`src/rtl/i2c_flash_programmer.sv`:
```
// Purpose: I2C master that turns one command into one 8-byte write (device address, 3 flash-address bytes, 4 data bytes).
// Latency: done or nack_err shows 296*CLK_DIV+1 cycles after the accept cycle on success, and (4+(k+1)*36+4)*CLK_DIV+1 on a NACK of byte k.
// Backpressure: cmd_ready drops after accept and returns in the FIN cycle; cmd inputs are ignored while busy.

module i2c_flash_programmer #(
  parameter int         CLK_DIV  = 4,
  parameter logic [6:0] DEV_ADDR = 7'h50
) (
  input  logic        clk,
  input  logic        rst,
  input  logic        cmd_valid,
  output logic        cmd_ready,
  input  logic [23:0] cmd_addr,
  input  logic [31:0] cmd_data,
  output logic        busy,
  output logic        done,
  output logic        nack_err,
  output logic [2:0]  nack_byte,
  output logic        scl_oe,
  output logic        sda_oe,
  input  logic        sda_i
);

  localparam int            CW      = (CLK_DIV > 2) ? $clog2(CLK_DIV) : 1;
  localparam logic [CW-1:0] CNT_MAX = CW'(CLK_DIV - 1);

  typedef enum logic [2:0] {
    S_IDLE,
    S_START,
    S_BIT,
    S_ACK,
    S_STOP,
    S_FIN
  } state_t;

  state_t        state_q;
  logic [CW-1:0] cnt_q;
  logic [CW-1:0] cnt_d;
  logic          tick;
  logic          accept;
  logic [1:0]    q_q;
  logic [2:0]    bit_q;
  logic [2:0]    byte_q;
  logic [63:0]   sh_q;
  logic          err_q;
  logic          scl_oe_q;
  logic          sda_oe_q;
  logic          rdy_q;
  logic          busy_q;
  logic          done_q;
  logic          nack_q;
  logic [2:0]    nack_byte_q;

  assign accept = cmd_valid & rdy_q;
  assign tick   = (cnt_q == CNT_MAX);

  // Quarter-bit divider: next value wraps at CLK_DIV-1, producing one tick per wrap
  always_comb begin
    cnt_d = cnt_q + 1'b1;
    if (tick) begin
      cnt_d = '0;
    end
  end

  // Divider register: realigned on every accept so the first tick lands CLK_DIV cycles later
  always_ff @(posedge clk or posedge rst) begin
    if (rst) begin
      cnt_q <= '0;
    end else if (accept) begin
      cnt_q <= '0;
    end else begin
      cnt_q <= cnt_d;
    end
  end

  // Transfer FSM: every line and status output is registered and changes only on a tick or on accept
  always_ff @(posedge clk or posedge rst) begin
    if (rst) begin
      state_q     <= S_IDLE;
      q_q         <= 2'd0;
      bit_q       <= 3'd0;
      byte_q      <= 3'd0;
      sh_q        <= 64'd0;
      err_q       <= 1'b0;
      scl_oe_q    <= 1'b0;
      sda_oe_q    <= 1'b0;
      rdy_q       <= 1'b1;
      busy_q      <= 1'b0;
      done_q      <= 1'b0;
      nack_q      <= 1'b0;
      nack_byte_q <= 3'd0;
    end else begin
      done_q <= 1'b0;
      nack_q <= 1'b0;
      case (state_q)
        S_IDLE, S_FIN: begin
          state_q <= S_IDLE;
          rdy_q   <= 1'b1;
          busy_q  <= 1'b0;
          if (accept) begin
            sh_q        <= {DEV_ADDR, 1'b0, cmd_addr, cmd_data};
            state_q     <= S_START;
            q_q         <= 2'd0;
            bit_q       <= 3'd0;
            byte_q      <= 3'd0;
            err_q       <= 1'b0;
            nack_byte_q <= 3'd0;
            rdy_q       <= 1'b0;
            busy_q      <= 1'b1;
            scl_oe_q    <= 1'b0;
            sda_oe_q    <= 1'b0;
          end
        end
        S_START: begin
          if (tick) begin
            q_q <= q_q + 2'd1;
            case (q_q)
              2'd1: sda_oe_q <= 1'b1;   // SDA falls while SCL is high: START
              2'd2: scl_oe_q <= 1'b1;
              2'd3: begin
                state_q  <= S_BIT;
                scl_oe_q <= 1'b1;
                sda_oe_q <= ~sh_q[63];
              end
              default: ;
            endcase
          end
        end
        S_BIT: begin
          if (tick) begin
            q_q <= q_q + 2'd1;
            case (q_q)
              2'd1: scl_oe_q <= 1'b0;
              2'd3: begin
                // Shift after every bit so the next byte's MSB is at [63] on entry to ACK
                sh_q     <= {sh_q[62:0], 1'b0};
                scl_oe_q <= 1'b1;
                if (bit_q == 3'd7) begin
                  state_q  <= S_ACK;
                  bit_q    <= 3'd0;
                  sda_oe_q <= 1'b0;
                end else begin
                  bit_q    <= bit_q + 3'd1;
                  sda_oe_q <= ~sh_q[62];
                end
              end
              default: ;
            endcase
          end
        end
        S_ACK: begin
          if (tick) begin
            q_q <= q_q + 2'd1;
            case (q_q)
              2'd1: scl_oe_q <= 1'b0;
              2'd3: begin
                scl_oe_q <= 1'b1;
                if (sda_i) begin
                  err_q       <= 1'b1;
                  nack_byte_q <= byte_q;
                  state_q     <= S_STOP;
                  sda_oe_q    <= 1'b1;
                end else if (byte_q == 3'd7) begin
                  state_q  <= S_STOP;
                  sda_oe_q <= 1'b1;
                end else begin
                  byte_q   <= byte_q + 3'd1;
                  state_q  <= S_BIT;
                  sda_oe_q <= ~sh_q[63];
                end
              end
              default: ;
            endcase
          end
        end
        S_STOP: begin
          if (tick) begin
            q_q <= q_q + 2'd1;
            case (q_q)
              2'd0: scl_oe_q <= 1'b0;
              2'd1: sda_oe_q <= 1'b0;   // SDA rises while SCL is high: STOP
              2'd3: begin
                state_q <= S_FIN;
                done_q  <= ~err_q;
                nack_q  <= err_q;
                rdy_q   <= 1'b1;
                busy_q  <= 1'b0;
              end
              default: ;
            endcase
          end
        end
        default: begin
          state_q <= S_IDLE;
          rdy_q   <= 1'b1;
          busy_q  <= 1'b0;
        end
      endcase
    end
  end

  assign cmd_ready = rdy_q;
  assign busy      = busy_q;
  assign done      = done_q;
  assign nack_err  = nack_q;
  assign nack_byte = nack_byte_q;
  assign scl_oe    = scl_oe_q;
  assign sda_oe    = sda_oe_q;

endmodule

```
`config.mk`:
```
export PLATFORM = sky130hd
export DESIGN_NAME = i2c_flash_programmer
export DESIGN_NICKNAME = d
export VERILOG_FILES = /design/src/rtl/i2c_flash_programmer.sv
export SDC_FILE = /design/constraint.sdc
export NUM_CORES = 1
export LEC_CHECK = 0
export BUFFER_PORTS_ARGS = -buffer_cell sky130_fd_sc_hd__buf_2
export CAP_MARGIN = 30
export CORE_MARGIN = 2
export CORE_UTILIZATION = 50
export DETAILED_ROUTE_END_ITERATION = 7
export PLACE_DENSITY = 0.75
export SLEW_MARGIN = 25
export SYNTH_ARGS = -nofsm -noshare
export SYNTH_HDL_FRONTEND = slang
export SYNTH_SLANG_ARGS = --single-unit
export TNS_END_PERCENT = 20
```
`constraint.sdc`:
```
create_clock -name clk -period 2.7 [get_ports clk]
set_input_delay 0.405 -clock clk [delete_from_list [all_inputs] [get_ports clk]]
set_output_delay 0.405 -clock clk [all_outputs]
set_load 0.01 [all_outputs]
```
# Word level (Yosys, flattened, before mapping)
# Cells that the tools add are included.
[word_totals] out_inout_bits=9 register_bits=87 inputBits=60 elab_cells=148
[op_classes] n_addsub=4 muxes=74 n_bitwise=5 n_eq_ne=31 reduce_logical=20
[op_table] op="64-bit 2-to-1 mux" count=3
[op_table] op="64-bit one-hot mux with 2 select lines" count=1
[op_table] op="3-bit 2-to-1 mux" count=22
[op_table] op="1-bit 2-to-1 mux" count=32
[op_table] op="2-bit inequality test, second input constant" count=14
[op_table] op="3-bit one-hot mux with 2 select lines" count=3
[op_table] op="3-bit one-hot mux with 5 select lines" count=1
[op_table] op="3-bit == test, second input constant" count=4
[op_table] op="10-bit AND reduction" count=1
[op_table] op="9-bit AND reduction" count=1
[op_table] op="2-bit 2-to-1 mux" count=4
[op_table] op="2-bit by 1-bit inequality test with 1-bit output, second input constant" count=4
[op_table] op="8-bit AND reduction" count=1
[op_table] op="3-bit by 1-bit adder with 3-bit output, second input constant" count=2
[op_table] op="2-bit == test, second input constant" count=3
[op_table] op="3-bit by 2-bit == test with 1-bit output, second input constant" count=2
[op_table] op="1-bit one-hot mux with 2 select lines" count=3
[op_table] op="1-bit one-hot mux with 3 select lines" count=2
[op_table] op="3-bit AND reduction" count=2
[op_table] op="6-bit AND reduction" count=1
[op_table] op="2-bit nonzero test" count=3
[op_table] op="2-bit OR reduction" count=3
[op_table] op="1-bit one-hot mux with 5 select lines" count=1
[op_table] op="5-bit AND reduction" count=1
[op_table] op="other kinds (16)" count=20

# Longest topological paths before layout
[depth] ltp_word=6 depth_mapped=8 ltp_nobuf=6

# Worst setup path before layout
# No wires, ideal clock.
[synth_path] kind="reg-to-reg" start="register q_q[0]" end="register sh_q[26]" setup_time_ns=0.121 slack_ns=0.941 required_time_ns=2.579 period_less_slack_ns=1.759 arrival_ns=1.639 n_path_buf=3 stages_incl_launch_ff=9 cell_sequence="dfrtp_1 > ha_1 > buf_2 > and3_1 > and2_1 > buf_4 > clkbuf_1 > nor3_1 > nor2_1"
[synth_via] elab_chain_len=3
[synth_rtl] item="start: declaration" line="41" text="logic [1:0] q_q;"
[synth_rtl] item="start signal: assignment" line="116" text="q_q <= q_q + 2'd1;"
[synth_rtl] item="start signal: assignment" line="131" text="q_q <= q_q + 2'd1;"
[synth_rtl] item="start signal: assignment" line="153" text="q_q <= q_q + 2'd1;"
[synth_rtl] item="2-bit == test" line="132" text="case (q_q)"
[synth_rtl] item="2-bit inequality test (no line)"
[synth_rtl] item="4-bit AND reduction (no line)"
[synth_rtl] item="end signal: assignment" line="101" text="sh_q <= {DEV_ADDR, 1'b0, cmd_addr, cmd_data};"
[synth_rtl] item="end signal: assignment" line="136" text="sh_q <= {sh_q[62:0], 1'b0};"
[synth_rtl] item="end: declaration" line="44" text="logic [63:0] sh_q;"
# No other way between the ends.
# A chain may end at the register's enable or synchronous reset.

# Worst setup path in the final report
[layout_path] start="register q_q[0]" end="register sh_q[10]"
# Same word-level chain as after synthesis.

==> flow_results.org <==
** Status
- The flow ran to the end, and the final reports show no timing, DRC or antenna violations.

** Route
- In the final routed layout, each cell accounts on average for 15.51 um.
- First-pass detailed-route iteration total :: 4
- In the routed layout, each cell is associated on average with a via count of 5.728.
- After the first detailed-routing iteration, the DRC count stood at 198.
- Summed over all layers, the routed wires come to 9197 um.
- Summing over every cut layer, the via total after detailed routing is 3397.
- In the routed design, unresolved DRC markers number 0.
- The detail route stage leaves a number of antenna-violating nets equal to 0.

** Synth
- Warnings, synthesis :: 0
- Yosys cell types :: 45
- After synthesis, the cell types taking the most area are dfrtp_1, o22ai_1, nor3_1, nor2_1, ha_1.
- Post-synthesis sequential area ratio :: 0.5359
- Combined area of all synthesized cells :: 4065 um^2
- The share of synthesized area in the top cell type comes to 0.5294.
- Synth Register Bits :: 87
- Mean instance size in the synthesized netlist :: 9.498 um^2
- Of all cell types, the one taking the most synthesized area is dfrtp_1.
- Synth Instances :: 428
- Net count of the mapped netlist :: 497

** Clocking
- Counting along the longest clock path gives a buffer depth of 2.
- Clock slew seen by the registers of the worst setup and hold paths :: 0.10 ns
- In this run, post-CTS hold repair placed 0 buffers.
- Gates resized, CTS repair :: 0
- Htree depth :: 3
- The clock net in this run drives a total of 87 sinks.
- In this run, CTS created clock tree buffers numbering 9.
- TritonCTS built the clock tree.
- Worst skew pair latency :: 0.36 ns
- Cell chosen for the clock root :: clkbuf_8
- Setup Fix Bufs, Post-CTS :: 0

** Global route
- The first global-routing pass estimated 16030 um of wire.
- Maximum number of pins on one net before global-route repair :: 65
- Total congestion overflow after global routing :: 0
- The number of antenna violations at the first check in global routing came to 0.
- GRT Resource Usage Total :: 0.2277
- Via count of the first global-routing pass :: 3426

** Die
- Measured along the y axis, the die boundary spans 94.17 um.
- The die covers 8868 um^2.
- Core ar. :: 7807 um^2
- Starting utilization of the core area :: 0.5207
- In this run the count of I/O pins placed on the die edge is 69.
- Measured along the x axis, the die boundary spans 94.17 um.
- The floorplan has 32 rows.

** Timing
- Final max-slew violation count :: 0
- Headroom to the max-slew limit came out at 0.5078.
- On the final layout, the worst hold slack is 0.1435 ns.
- Max Freq :: 473.3 MHz
- For the pin with the worst max-slew slack, the measured transition is 0.7375 ns.
- Across the routed clock network, the largest skew measured is 0.01428 ns.
- The number of hold-slack violations in the final timing report was 0.
- Count of final setup violators :: 0
- Final sum of negative setup slack :: 0 ns
- Final WS setup :: 0.5872 ns
- Of the available clock period, the critical path in the final layout requires 0.7825.
- After layout, the minimum clock period comes to 2.113 ns.
- Setup repair after global routing left no endpoint under its margin.

** Finish
- Synthesis-to-finish area growth :: 14.59%
- Layout Cell Area excl Fill :: 4658 um^2
- For this run, the number of standard cells in the final layout without fillers is 593.
- Antenna Cells :: 0
- Commonest non-fill, non-tap cell in the layout :: dfrtp_1
- In the final layout, the share of cells above drive strength 1 is 0.2179.
- Net count reported at finish :: 555
- The filler cells instantiated in the layout total 687.
- Leaving out fill and tap cells, the most frequent cells in the layout are dfrtp_1, nor2_1, buf_2.

** Job
- Max-cap violations :: 0

** Setup path
- Of all nets on the critical path, the largest fanout is 25.
- The worst setup path is captured at a flop.
- Endpoint arrival time on the critical path :: 2.35 ns
- The worst setup path is launched from a flop.
- Data on the critical path is required at its endpoint by 2.94 ns.
- Kind of critical path :: reg2reg

** Place
- Estimated wirelength of the detail-placed design :: 6143 um
- Worst setup slack before clock tree synthesis :: 0.6002 ns
- Final Wtd Congestion :: 0.8608
- Including well taps, the total number of placed cells is 577.
- The count of buffers added on input and output ports is 68.
- After detailed placement, the total cell area comes to 4487 um^2.

** Power
- Dividing total power by cell area gives a power density of 941.0 nW/um^2.
- Static leakage power :: 2.107 nW
- Highest ir drop seen on vdd :: 371.0 uV

** Min path
- Class of the tightest hold or removal check :: in2async
## synth_stat cells (all sizes together)
library cell  number
a31oi              1
buf               25
a311oi             1
and3               4
a221o              1
a32oi              2
o22ai             56
a211oi             1
o2111ai            1
o221a              1
o21ai             13
nor3b              1
ha                 9
a22oi              1
a32o               1
nand2             30
nor3              60
clkbuf            10
and2               3
a21oi              5
o21a               2
mux2               2
mux2i              2
xor2               1
o21bai             2
o32ai              1
o22a               1
a21o               2
dfstp              1
or3                1
a22o               5
a221oi             1
nand3             10
inv                9
nor2b              3
a21boi             1
dfrtp             86
o211ai             2
o32a               2
nor2              68
## layout make-up
| type | count | area [um^2] | share of cell area |
|---|---|---|---|
| Inverter | 9 | 35.03 | 0.007521 |
| Clock inverter | 6 | 43.79 | 0.009401 |
| Sequential cell | 87 | 2178 | 0.4676 |
| Timing Repair Buffer | 82 | 483.0 | 0.1037 |
| Multi-Input combinational cell | 297 | 1663 | 0.3570 |
| Clock buffer | 10 | 127.6 | 0.02740 |
| Tap cell | 102 | 127.6 | 0.02740 |
## final timing paths
| check | from | cells past startpoint | slack (ns) | end |
|---|---|---|---|---|
| max in group asynchronous | rst | 3 | 1.85 | scl_oe |
| worst min register to register | cnt_q[0] | 1 | 0.44 | cnt_q[0] |
| worst max-delay path | q_q[0] | 6 | 0.59 | sh_q[10] |
| worst min-delay path | rst | 2 | 0.14 | sh_q[38] |
| worst max register to register | q_q[0] | 6 | 0.59 | sh_q[10] |
| min in group clk | cmd_data[0] | 3 | 0.24 | sh_q[0] |
## layer usage
layer  track usage  wire (um)  vias to the layer above
li1              -          -                     1655
met1        0.3108       4289                     1637
met2        0.3542       4283                       93
met3       0.05056        485                       12
met4       0.09058        138                        0
met5             0          0                        -
## flip-flops by register name, indices dropped and copies added, names as in the netlist, 2 cells and up
| register | cells |
|---|---|
| bit_q | 3 |
| byte_q | 3 |
| cnt_q | 2 |
| nack_byte | 3 |
| q_q | 2 |
| sh_q | 64 |
| state_q | 3 |
## power by group
group	switching, mW	internal [mW]
Combinational	0.743	0.652
Clock	0.476	0.340
Sequential	0.341	1.83
Total	1.56	2.82
## worst max-delay path: stages, from the launching register on
cell and delay [ns]:
dfrtp_1 0.46, ha_1 0.38, and3_1 0.32, nand2_2 0.28
buf_4 0.33, o22ai_1 0.16, nor2_1 0.07
## cell families (layout without fill, tap and decap cells)
| kind of cell | after synthesis | count (layout) | share of synthesized area |
|---|---|---|---|
| compound gates | 103 | 103 | 0.1687 |
| simple gates | 180 | 180 | 0.1973 |
| flops | 87 | 87 | 0.5359 |
| mux | 4 | 4 | 0.01046 |
| xor+xnor | 1 | 1 | 0.002155 |
| buf+inv | 44 | 107 | 0.05786 |
| fa+ha+maj | 9 | 9 | 0.02770 |
## metrics by stage
| stage | util | power, mW |
|---|---|---|
| 2_1_floorplan | - | 3.220 |
| 3_3_place_gp | 0.5747 | 3.515 |
| 3_5_place_dp | 0.5747 | 3.592 |
| 4_1_cts | 0.5966 | 4.412 |
| 5_1_grt | 0.5966 | 4.742 |
| 6_report | 0.5966 | 4.384 |
Note: power is estimated with default switching activity, not from simulation.
